## src/rtl/mul8u_acc_stage.sv

```systemverilog
// Accumulates a stream of 16-bit products into one ACC_W-bit sum and presents it over valid/ready.
// Optional macro BIAS_COMP_EN adds the BIAS constant to every accepted product.
module mul8u_acc_stage #(
  parameter int unsigned ACC_W = 24,
  parameter int unsigned LEN   = 16,
  parameter logic [15:0] BIAS  = 16'h0000
) (
  input  logic             clk,
  input  logic             rst,
  input  logic [15:0]      prod,
  input  logic             prod_valid,
  input  logic             prod_last,
  output logic             prod_ready,
  output logic [ACC_W-1:0] acc_data,
  output logic [7:0]       acc_count,
  output logic             acc_ovf,
  output logic             acc_valid,
  input  logic             acc_ready
);

  typedef enum logic {
    ST_ACCUM = 1'b0,
    ST_HOLD  = 1'b1
  } state_t;

  state_t           r_state;
  state_t           w_state_nxt;
  logic [ACC_W-1:0] r_acc;
  logic [7:0]       r_cnt;
  logic             r_ovf;

  logic [ACC_W-1:0] w_addend;
  logic             w_addend_carry;
  logic [ACC_W:0]   w_sum;
  logic             w_ovf_nxt;
  logic             w_prod_hs;
  logic             w_res_hs;
  logic             w_close;

`ifdef BIAS_COMP_EN
  logic [ACC_W:0] w_biased;
  assign w_biased       = (ACC_W+1)'(prod) + (ACC_W+1)'(BIAS);
  assign w_addend       = w_biased[ACC_W-1:0];
  assign w_addend_carry = w_biased[ACC_W];
`else
  logic w_unused_bias;
  assign w_unused_bias  = ^BIAS;
  assign w_addend       = ACC_W'(prod);
  assign w_addend_carry = 1'b0;
`endif

  assign w_sum     = {1'b0, r_acc} + {1'b0, w_addend};
  assign w_ovf_nxt = r_ovf | w_sum[ACC_W] | w_addend_carry;

  // prod_ready is forced low during reset even though the state already reads ACCUM
  assign prod_ready = (r_state == ST_ACCUM) & ~rst;
  assign acc_valid  = (r_state == ST_HOLD);
  assign w_prod_hs  = prod_valid & prod_ready;
  assign w_res_hs   = acc_valid & acc_ready;
  assign w_close    = prod_last | (r_cnt == 8'(LEN - 1));

  // The running registers double as the result registers: they are frozen while in HOLD
  assign acc_data  = r_acc;
  assign acc_count = r_cnt;
  assign acc_ovf   = r_ovf;

  always_comb begin
    w_state_nxt = r_state;
    case (r_state)
      ST_ACCUM: if (w_prod_hs && w_close) w_state_nxt = ST_HOLD;
      ST_HOLD:  if (w_res_hs)             w_state_nxt = ST_ACCUM;
      default:                            w_state_nxt = ST_ACCUM;
    endcase
  end

  always_ff @(posedge clk or posedge rst) begin
    if (rst) begin
      r_state <= ST_ACCUM;
      r_acc   <= '0;
      r_cnt   <= '0;
      r_ovf   <= 1'b0;
    end else begin
      r_state <= w_state_nxt;
      if (w_prod_hs) begin
        r_acc <= w_sum[ACC_W-1:0];
        r_cnt <= r_cnt + 8'd1;
        r_ovf <= w_ovf_nxt;
      end else if (w_res_hs) begin
        r_acc <= '0;
        r_cnt <= '0;
        r_ovf <= 1'b0;
      end
    end
  end

endmodule

```

## config.mk

```make
export PLATFORM = sky130hd
export DESIGN_NAME = mul8u_acc_stage
export DESIGN_NICKNAME = d
export VERILOG_FILES = /design/src/rtl/mul8u_acc_stage.sv
export SDC_FILE = /design/constraint.sdc
export NUM_CORES = 1
export LEC_CHECK = 0
export CORE_MARGIN = 1.5
export CORE_UTILIZATION = 35
export CTS_CLUSTER_DIAMETER = 30
export DETAILED_ROUTE_END_ITERATION = 10
export SYNTH_ARGS = -nofsm -noshare
export SYNTH_HDL_FRONTEND = slang
export SYNTH_SLANG_ARGS = --single-unit
```

## constraint.sdc

```tcl
create_clock -name clk -period 4 [get_ports clk]
set_input_delay 0.6 -clock clk [delete_from_list [all_inputs] [get_ports clk]]
set_output_delay 0.6 -clock clk [all_outputs]
set_load 0.02 [all_outputs]
```

==> impl_metrics.py, run 1 <==
metrics = {
    "place": {
        "port-buffer-count": 55,
        "gp_congestion": 0.823,
        "dp_cells": 387,
        "detailed_place_hpwl_um": 4260,
    },
    "drt": {
        "drt_first_pass_iters": 4,
        "wl_met2_um": 2640,
        "wl_met3_um": 309,
        "drc_errors": 0,
        "detail_route_antenna_nets": 0,
        "first_iter_violations": 149,
        "top_signal_layer_used": "met4",
        "met1Wirelength_um": 2830,
        "route.final.wire_length_um": 5840,
        "average_detailed_routed_wire_length_per_instance_um": 14.8,
        "total_number_of_vias": 2181,
        "vias_per_cell": 5.54,
    },
    "logic_synthesis": {
        "largest_family_of_logic_cells_by_synthesized_area": "compound AO/OA/AOI/OAI gates",
        "postSynthNetCount": 306,
        "synthesis.area_um2": 2320,
        "synthDistinctLibCells": 49,
        "synth_area_in_compound_gates": 0.219,
        "synth_seq_area_share": 0.367,
        "dominantRegCellSynth": "sky130_fd_sc_hd__dfrtp_1",
        "ffs_w_async_s_r_synth": 1.00,
        "synth_seq_cells": 34,
        "synth-xor-area-share": 0.0264,
        "yosys.area_share.simple": 0.216,
        "synth.mux.area_fraction": 0.0394,
        "synth-adder-area-share": 0.100,
        "synth_enable_flop_cells": 0,
        "syn_avg_cell_area_um2": 8.68,
        "synthesis.instances": 267,
        "synth.yosys.warnings": 0,
    },
    "worst_hold_path": {
        "hp-class": "flop to flop",
        "worst_hold_path.endpoint": "acc_data[18]$_DFFE_PP0P_",
        "worstHoldStart": "acc_data[18]$_DFFE_PP0P_",
        "hold_crit_depth": 1,
    },
    "global_route": {
        "grt_start_max_net_pins": 35,
        "overflow": 0,
        "antenna_found_initial": 0,
        "grt_usage": 0.175,
        "grt_pass1_wl_um": 10000,
        "grt_pass1_vias": 2060,
    },
    "flow_run": {
        "max_cap_viol_count": 0,
    },
    "setup_path": {
        "rr_worst_depth": 8,
        "worst-r2r-setup-slack_ns": 1.61,
        "critical_path_class": "input port to flop",
        "timing.critical_path.arrival_ns": 2.82,
        "worstSetupEndpointType": "flop",
        "worstReg2RegEnd": "acc_data[12]$_DFFE_PP0P_",
        "category_of_the_worst_setup_path_launch_point": "input port",
        "cp.required_ns": 4.12,
        "path_max_fanout": 3,
        "regToRegStartpoint": "acc_data[0]$_DFFE_PP0P_",
    },
    "power": {
        "powerDensity_nw_per_um2": 642,
        "power.combinational.fraction": 0.598,
        "sequentialPowerShare": 0.277,
        "post-layout-total-power_uw": 1930,
        "sw_frac_of_total": 0.446,
        "cellLeakagePower_uw": 0.00133,
        "max-vdd-ir-drop_mv": 0.313,
        "switching_power_of_the_nets_uw": 861,
        "clock_share_of_power": 0.126,
        "p_int_uw": 1070,
    },
    "clocking": {
        "cts_post_setup_buffers_inserted": 0,
        "cts_max_path_buffers": 2,
        "h_tree_depth": 2,
        "cts_inserted_buffers": 5,
        "cts.hold.buffers_added": 0,
        "clock_sink_count": 34,
        "cts.repair.resized": 0,
        "clk_pin_slew_ns": 0.07,
        "clk_latency_ns": 0.29,
        "clock_tree_root": "sky130_fd_sc_hd__clkbuf_8",
        "cts_tree": "built",
    },
    "timing": {
        "setup_violation_total_in_the_final_timing_report": 0,
        "rsz_0062_raised_after_global_routing": "no",
        "period_share": 0.676,
        "post-route-min-period_ns": 2.70,
        "fmaxAchievable_ghz": 0.370,
        "setup_tns_ns": 0,
        "final_max_slew_violation_count": 0,
        "max_slew_margin": 0.315,
        "tightest_slew_ns": 1.02,
        "clock_skew_ns": 0.00564,
        "hold_viol": 0,
    },
    "die": {
        "dieHeight_um": 84.4,
        "die_w_um": 84.4,
        "floorplan.rows": 29,
        "boundaryPins": 56,
        "core_area_um2": 6390,
        "die_area_um2": 7120,
        "start_util": 0.363,
    },
    "layout": {
        "post_route_cells_drive_above_1_share": 0.0536,
        "insertedDiodeCount": 0,
        "areaGrowthSynthToFinish_pct": 30.0,
        "nNetsFinal": 356,
        "post_layout_nonfiller_instances": 394,
    },
    "run_status": {
        "outcome": "completed",
    },
}
## critical path, stage by stage
cell and delay (ns):
sky130_fd_sc_hd__clkdlybuf4s50_1 0.40, sky130_fd_sc_hd__ha_1 0.24, sky130_fd_sc_hd__fa_1 0.42, sky130_fd_sc_hd__nand3_1 0.10, sky130_fd_sc_hd__nand2_1 0.10, sky130_fd_sc_hd__a41oi_1 0.40
sky130_fd_sc_hd__a221oi_1 0.18, sky130_fd_sc_hd__mux2_2 0.25, sky130_fd_sc_hd__o311ai_0 0.12
## layout by cell type, fill, tap and decap left out, types with 6 or more instances in the layout
cell type and n:
sky130_fd_sc_hd__nand2_1 30, sky130_fd_sc_hd__nand3_1 22, sky130_fd_sc_hd__clkdlybuf4s50_1 55, sky130_fd_sc_hd__dfrtp_1 34
sky130_fd_sc_hd__a21oi_1 16, sky130_fd_sc_hd__mux2i_1 8, sky130_fd_sc_hd__ha_1 17, sky130_fd_sc_hd__o21ai_0 28
sky130_fd_sc_hd__and3_1 6, sky130_fd_sc_hd__a21o_1 9, sky130_fd_sc_hd__nand4_1 9, sky130_fd_sc_hd__nor2_1 13
## Yosys cell counts (2+ instances only)
cell / instances / area share
sky130_fd_sc_hd__inv_1: 4 / 0.0065
sky130_fd_sc_hd__xnor2_1: 3 / 0.011
sky130_fd_sc_hd__a31oi_1: 2 / 0.0054
sky130_fd_sc_hd__nand4_1: 9 / 0.024
sky130_fd_sc_hd__o31ai_1: 4 / 0.013
sky130_fd_sc_hd__a211oi_1: 5 / 0.016
sky130_fd_sc_hd__ha_1: 17 / 0.092
sky130_fd_sc_hd__xor2_1: 4 / 0.015
sky130_fd_sc_hd__or3_1: 3 / 0.0081
sky130_fd_sc_hd__a31o_2: 2 / 0.0076
sky130_fd_sc_hd__nor2b_1: 2 / 0.0054
sky130_fd_sc_hd__nor2_1: 13 / 0.021
sky130_fd_sc_hd__o21a_1: 3 / 0.0097
sky130_fd_sc_hd__nand3_1: 22 / 0.047
sky130_fd_sc_hd__a21oi_1: 16 / 0.035
sky130_fd_sc_hd__mux2i_1: 8 / 0.035
sky130_fd_sc_hd__and3_1: 6 / 0.016
sky130_fd_sc_hd__a21o_1: 9 / 0.029
sky130_fd_sc_hd__buf_1: 2 / 0.0032
sky130_fd_sc_hd__o21ai_0: 28 / 0.060
sky130_fd_sc_hd__nor3_1: 4 / 0.0086
sky130_fd_sc_hd__and2_1: 2 / 0.0054
sky130_fd_sc_hd__dfrtp_1: 34 / 0.37
sky130_fd_sc_hd__clkbuf_1: 11 / 0.018
sky130_fd_sc_hd__nand2_1: 30 / 0.049
## sequential cells by signal, indices dropped and copies added, names as in the netlist
signal	cells
acc_ovf	1
acc_valid	1
acc_count	8
acc_data	24
## power groups by stage
stage	clock (uW)	sequential [uW]	combinational (uW)
2_1_floorplan	0	643	663
3_3_place_gp	0	541	1140
3_5_place_dp	0	541	1160
6_report	243	535	1160
5_1_grt	267	552	1280
4_1_cts	251	537	1160
## per-layer routing
layer	vias up	track usage
met2	54	0.272
met1	1029	0.244
met3	5	0.0423
met5	-	0
met4	0	0.0484
li1	1093	-
## area by class of cell
cell class / instances / area, um2
Timing Repair Buffer: 58 / 573
Clock inverter: 2 / 10.0
Clock buffer: 5 / 68.8
Fill cell: 606 / 3370
Tap cell: 77 / 96.3
Sequential cell: 34 / 851
Inverter: 4 / 15.0
Multi-Input combinational cell: 214 / 1400
## how the worst max path moves through the flow
stage	end	from	depth (start not counted)
global placement	acc_data[12]$_DFFE_PP0P_	prod[0]	9
global route	acc_data[12]$_DFFE_PP0P_	prod[0]	9
detailed placement	acc_data[12]$_DFFE_PP0P_	prod[0]	9
finish	acc_data[12]$_DFFE_PP0P_	prod[0]	9
CTS	acc_data[18]$_DFFE_PP0P_	prod[0]	9
floorplan	acc_data[21]$_DFFE_PP0P_	prod[9]	8
## metrics by stage
step,worst slack (ns),hold WS [ns],cell area [um2],utilization
after CTS,1.31,0.499,3010,0.472
after floorplan,1.69,0.595,2320,-
final,1.30,0.499,3010,0.472
after detailed placement,1.00,0.489,2930,0.459
after global routing,1.11,0.525,3010,0.472
after global placement,1.07,0.485,2930,0.459
## logic make-up after synthesis
kind of cell / count (synthesis)
AOI/OAI and AO/OA: 81
DFF: 34
adders and majority gates: 18
and+or+nand+nor: 99
muxes: 9
xor gates and xnor gates: 7
buffers and inverters: 19
No activity file was read; power rests on OpenSTA's default activity.
==> run 2, diff against run 1 <==
- clock period: 4 -> 2.4 ns (I/O delays scaled with it)
==> run 2 against run 1 <==
Die area is the same. Sequential cell count unchanged. Total power up 96%. Critical path depth increased by 1. Worst setup slack worse by 1.2 ns. Non-clock buffer count grew 44. Sequential power is 67% higher. Clock power up 91%. Sequential share of layout area is 3.1 points lower. Via count up 5.7%. Register-to-register slack got worse by 1.4 ns. Core utilization rose by 5.8 points.
==> impl_metrics.py, run 2 (synthesis results as in run 1) <==
metrics = {
    "global_route": {
        "overflow": 0,
        "grt_usage": 0.182,
        "antenna_found_initial": 0,
        "grt_start_max_net_pins": 22,
        "grt_pass1_wl_um": 10600,
        "grt_pass1_vias": 2219,
    },
    "drt": {
        "drc_errors": 0,
        "total_number_of_vias": 2306,
        "wl_met2_um": 3080,
        "average_detailed_routed_wire_length_per_instance_um": 14.4,
        "route.final.wire_length_um": 6310,
        "wl_met3_um": 271,
        "top_signal_layer_used": "met4",
        "met1Wirelength_um": 2940,
        "first_iter_violations": 130,
        "drt_first_pass_iters": 4,
        "detail_route_antenna_nets": 0,
        "vias_per_cell": 5.25,
    },
    "die": {
        "die_w_um": 84.4,
        "boundaryPins": 56,
        "dieHeight_um": 84.4,
        "die_area_um2": 7120,
        "start_util": 0.363,
        "floorplan.rows": 29,
        "core_area_um2": 6390,
    },
    "timing": {
        "setup_tns_ns": 0,
        "hold_viol": 0,
        "post-route-min-period_ns": 2.34,
        "rsz_0062_raised_after_global_routing": "yes",
        "final_max_slew_violation_count": 0,
        "period_share": 0.974,
        "max_slew_margin": 0.596,
        "clock_skew_ns": 0.0105,
        "fmaxAchievable_ghz": 0.428,
        "worst_hold_slack_ns": 0.457,
        "tightest_slew_ns": 0.600,
        "setup_violation_total_in_the_final_timing_report": 0,
    },
    "layout": {
        "post_route_cells_drive_above_1_share": 0.191,
        "mostFrequentLayoutCells": "55 x sky130_fd_sc_hd__clkdlybuf4s50_1, 47 x sky130_fd_sc_hd__buf_4, 34 x sky130_fd_sc_hd__dfrtp_1, 29 x sky130_fd_sc_hd__nand2_1, 28 x sky130_fd_sc_hd__o21ai_0",
        "finalCoreUtilization": 0.530,
        "nNetsFinal": 400,
        "largest_register_ff_count": 24,
        "layout_commonest_cell": "sky130_fd_sc_hd__clkdlybuf4s50_1",
        "insertedDiodeCount": 0,
        "areaGrowthSynthToFinish_pct": 45.9,
    },
    "flow_run": {
        "max_cap_viol_count": 0,
    },
    "worst_hold_path": {
        "hp-class": "input port to asynchronous set/reset pin",
    },
    "power": {
        "cellLeakagePower_uw": 0.00155,
        "max-vdd-ir-drop_mv": 0.615,
        "powerDensity_nw_per_um2": 1120,
        "post-layout-total-power_uw": 3780,
    },
    "setup_path": {
        "worstSetupEndpointType": "flop",
        "category_of_the_worst_setup_path_launch_point": "input port",
        "critical_path_class": "input port to flop",
        "cp.required_ns": 2.56,
        "timing.critical_path.arrival_ns": 2.50,
        "path_max_fanout": 3,
        "regToRegStartpoint": "acc_data[7]$_DFFE_PP0P_",
        "worst_setup_path_startpoint": "prod[0]",
    },
    "run_status": {
        "outcome": "completed",
    },
    "clocking": {
        "h_tree_depth": 2,
        "clock_sink_count": 34,
        "clk_pin_slew_ns": 0.08,
        "clk_latency_ns": 0.28,
        "cts.hold.buffers_added": 0,
        "clock_tree_root": "sky130_fd_sc_hd__clkbuf_8",
        "cts_max_path_buffers": 2,
        "cts_inserted_buffers": 5,
        "cts_tree": "built",
    },
    "place": {
        "detailed_place_hpwl_um": 4800,
        "gp_congestion": 0.811,
        "port-buffer-count": 55,
    },
}
## run 2: layout make-up
class,count,area [um2]
multi-input cells,214,1420
well taps,77,96.3
inverters,4,15.0
repair buffers,102,903
fillers,615,3000
clock inverters,2,12.5
clock buffers,6,82.6
flip-flops and latches,34,851
## run 2: worst max-delay path: stages
cell                              delay, ns
sky130_fd_sc_hd__clkdlybuf4s50_1       0.46
sky130_fd_sc_hd__ha_2                  0.21
sky130_fd_sc_hd__fa_2                  0.22
sky130_fd_sc_hd__nand3_1               0.08
sky130_fd_sc_hd__nand2_2               0.10
sky130_fd_sc_hd__a41oi_1               0.12
sky130_fd_sc_hd__buf_4                 0.17
sky130_fd_sc_hd__a221oi_2              0.29
sky130_fd_sc_hd__mux2_2                0.37
sky130_fd_sc_hd__o311ai_0              0.11
## run 2: worst paths after layout
path                                       endpoint  slack (ns)  cells after the start
setup / recovery           acc_data[12]$_DFFE_PP0P_        0.06                     10
hold reg to reg            acc_data[22]$_DFFE_PP0P_        0.50                      1
min in group clk           acc_data[22]$_DFFE_PP0P_        0.50                      1
max in group asynchronous  acc_data[18]$_DFFE_PP0P_        1.38                      3
setup reg to reg           acc_data[12]$_DFFE_PP0P_        0.20                      8
hold / removal                  acc_valid$_DFF_PP0_        0.46                      2
## run 2: power breakdown
| group | leakage (uW) | internal, uW | switching, uW |
|---|---|---|---|
| registers | 0.000449 | 734 | 157 |
| clock network | 0.0000472 | 231 | 232 |
| logic | 0.00105 | 1230 | 1200 |
| total | 0.00155 | 2200 | 1590 |
## run 2: stage by stage
| stage | cell area, um2 | std cells | worst slack, ns |
|---|---|---|---|
| finish | 3380 | 439 | 0.0620 |
| global route | 3380 | 439 | -0.0131 |
| CTS | 3360 | 438 | 0.0264 |
| detailed placement | 3260 | 430 | -0.290 |
| global placement | 3260 | 430 | -0.244 |
| floorplan | 2320 | 267 | 0.202 |
## run 2: repair_timing
item | in CTS | in global routing
endpoints found under the setup margin | 1 | 8
buffers inserted | 0 | 1
pin swaps | 0 | 1
gates resized for setup | 1 | 6
## run 2: routing by layer
layer,vias to the layer above,GRT usage
met5,-,0
met4,0,0.0308
met3,2,0.0334
met2,54,0.308
met1,1078,0.248
li1,1172,-
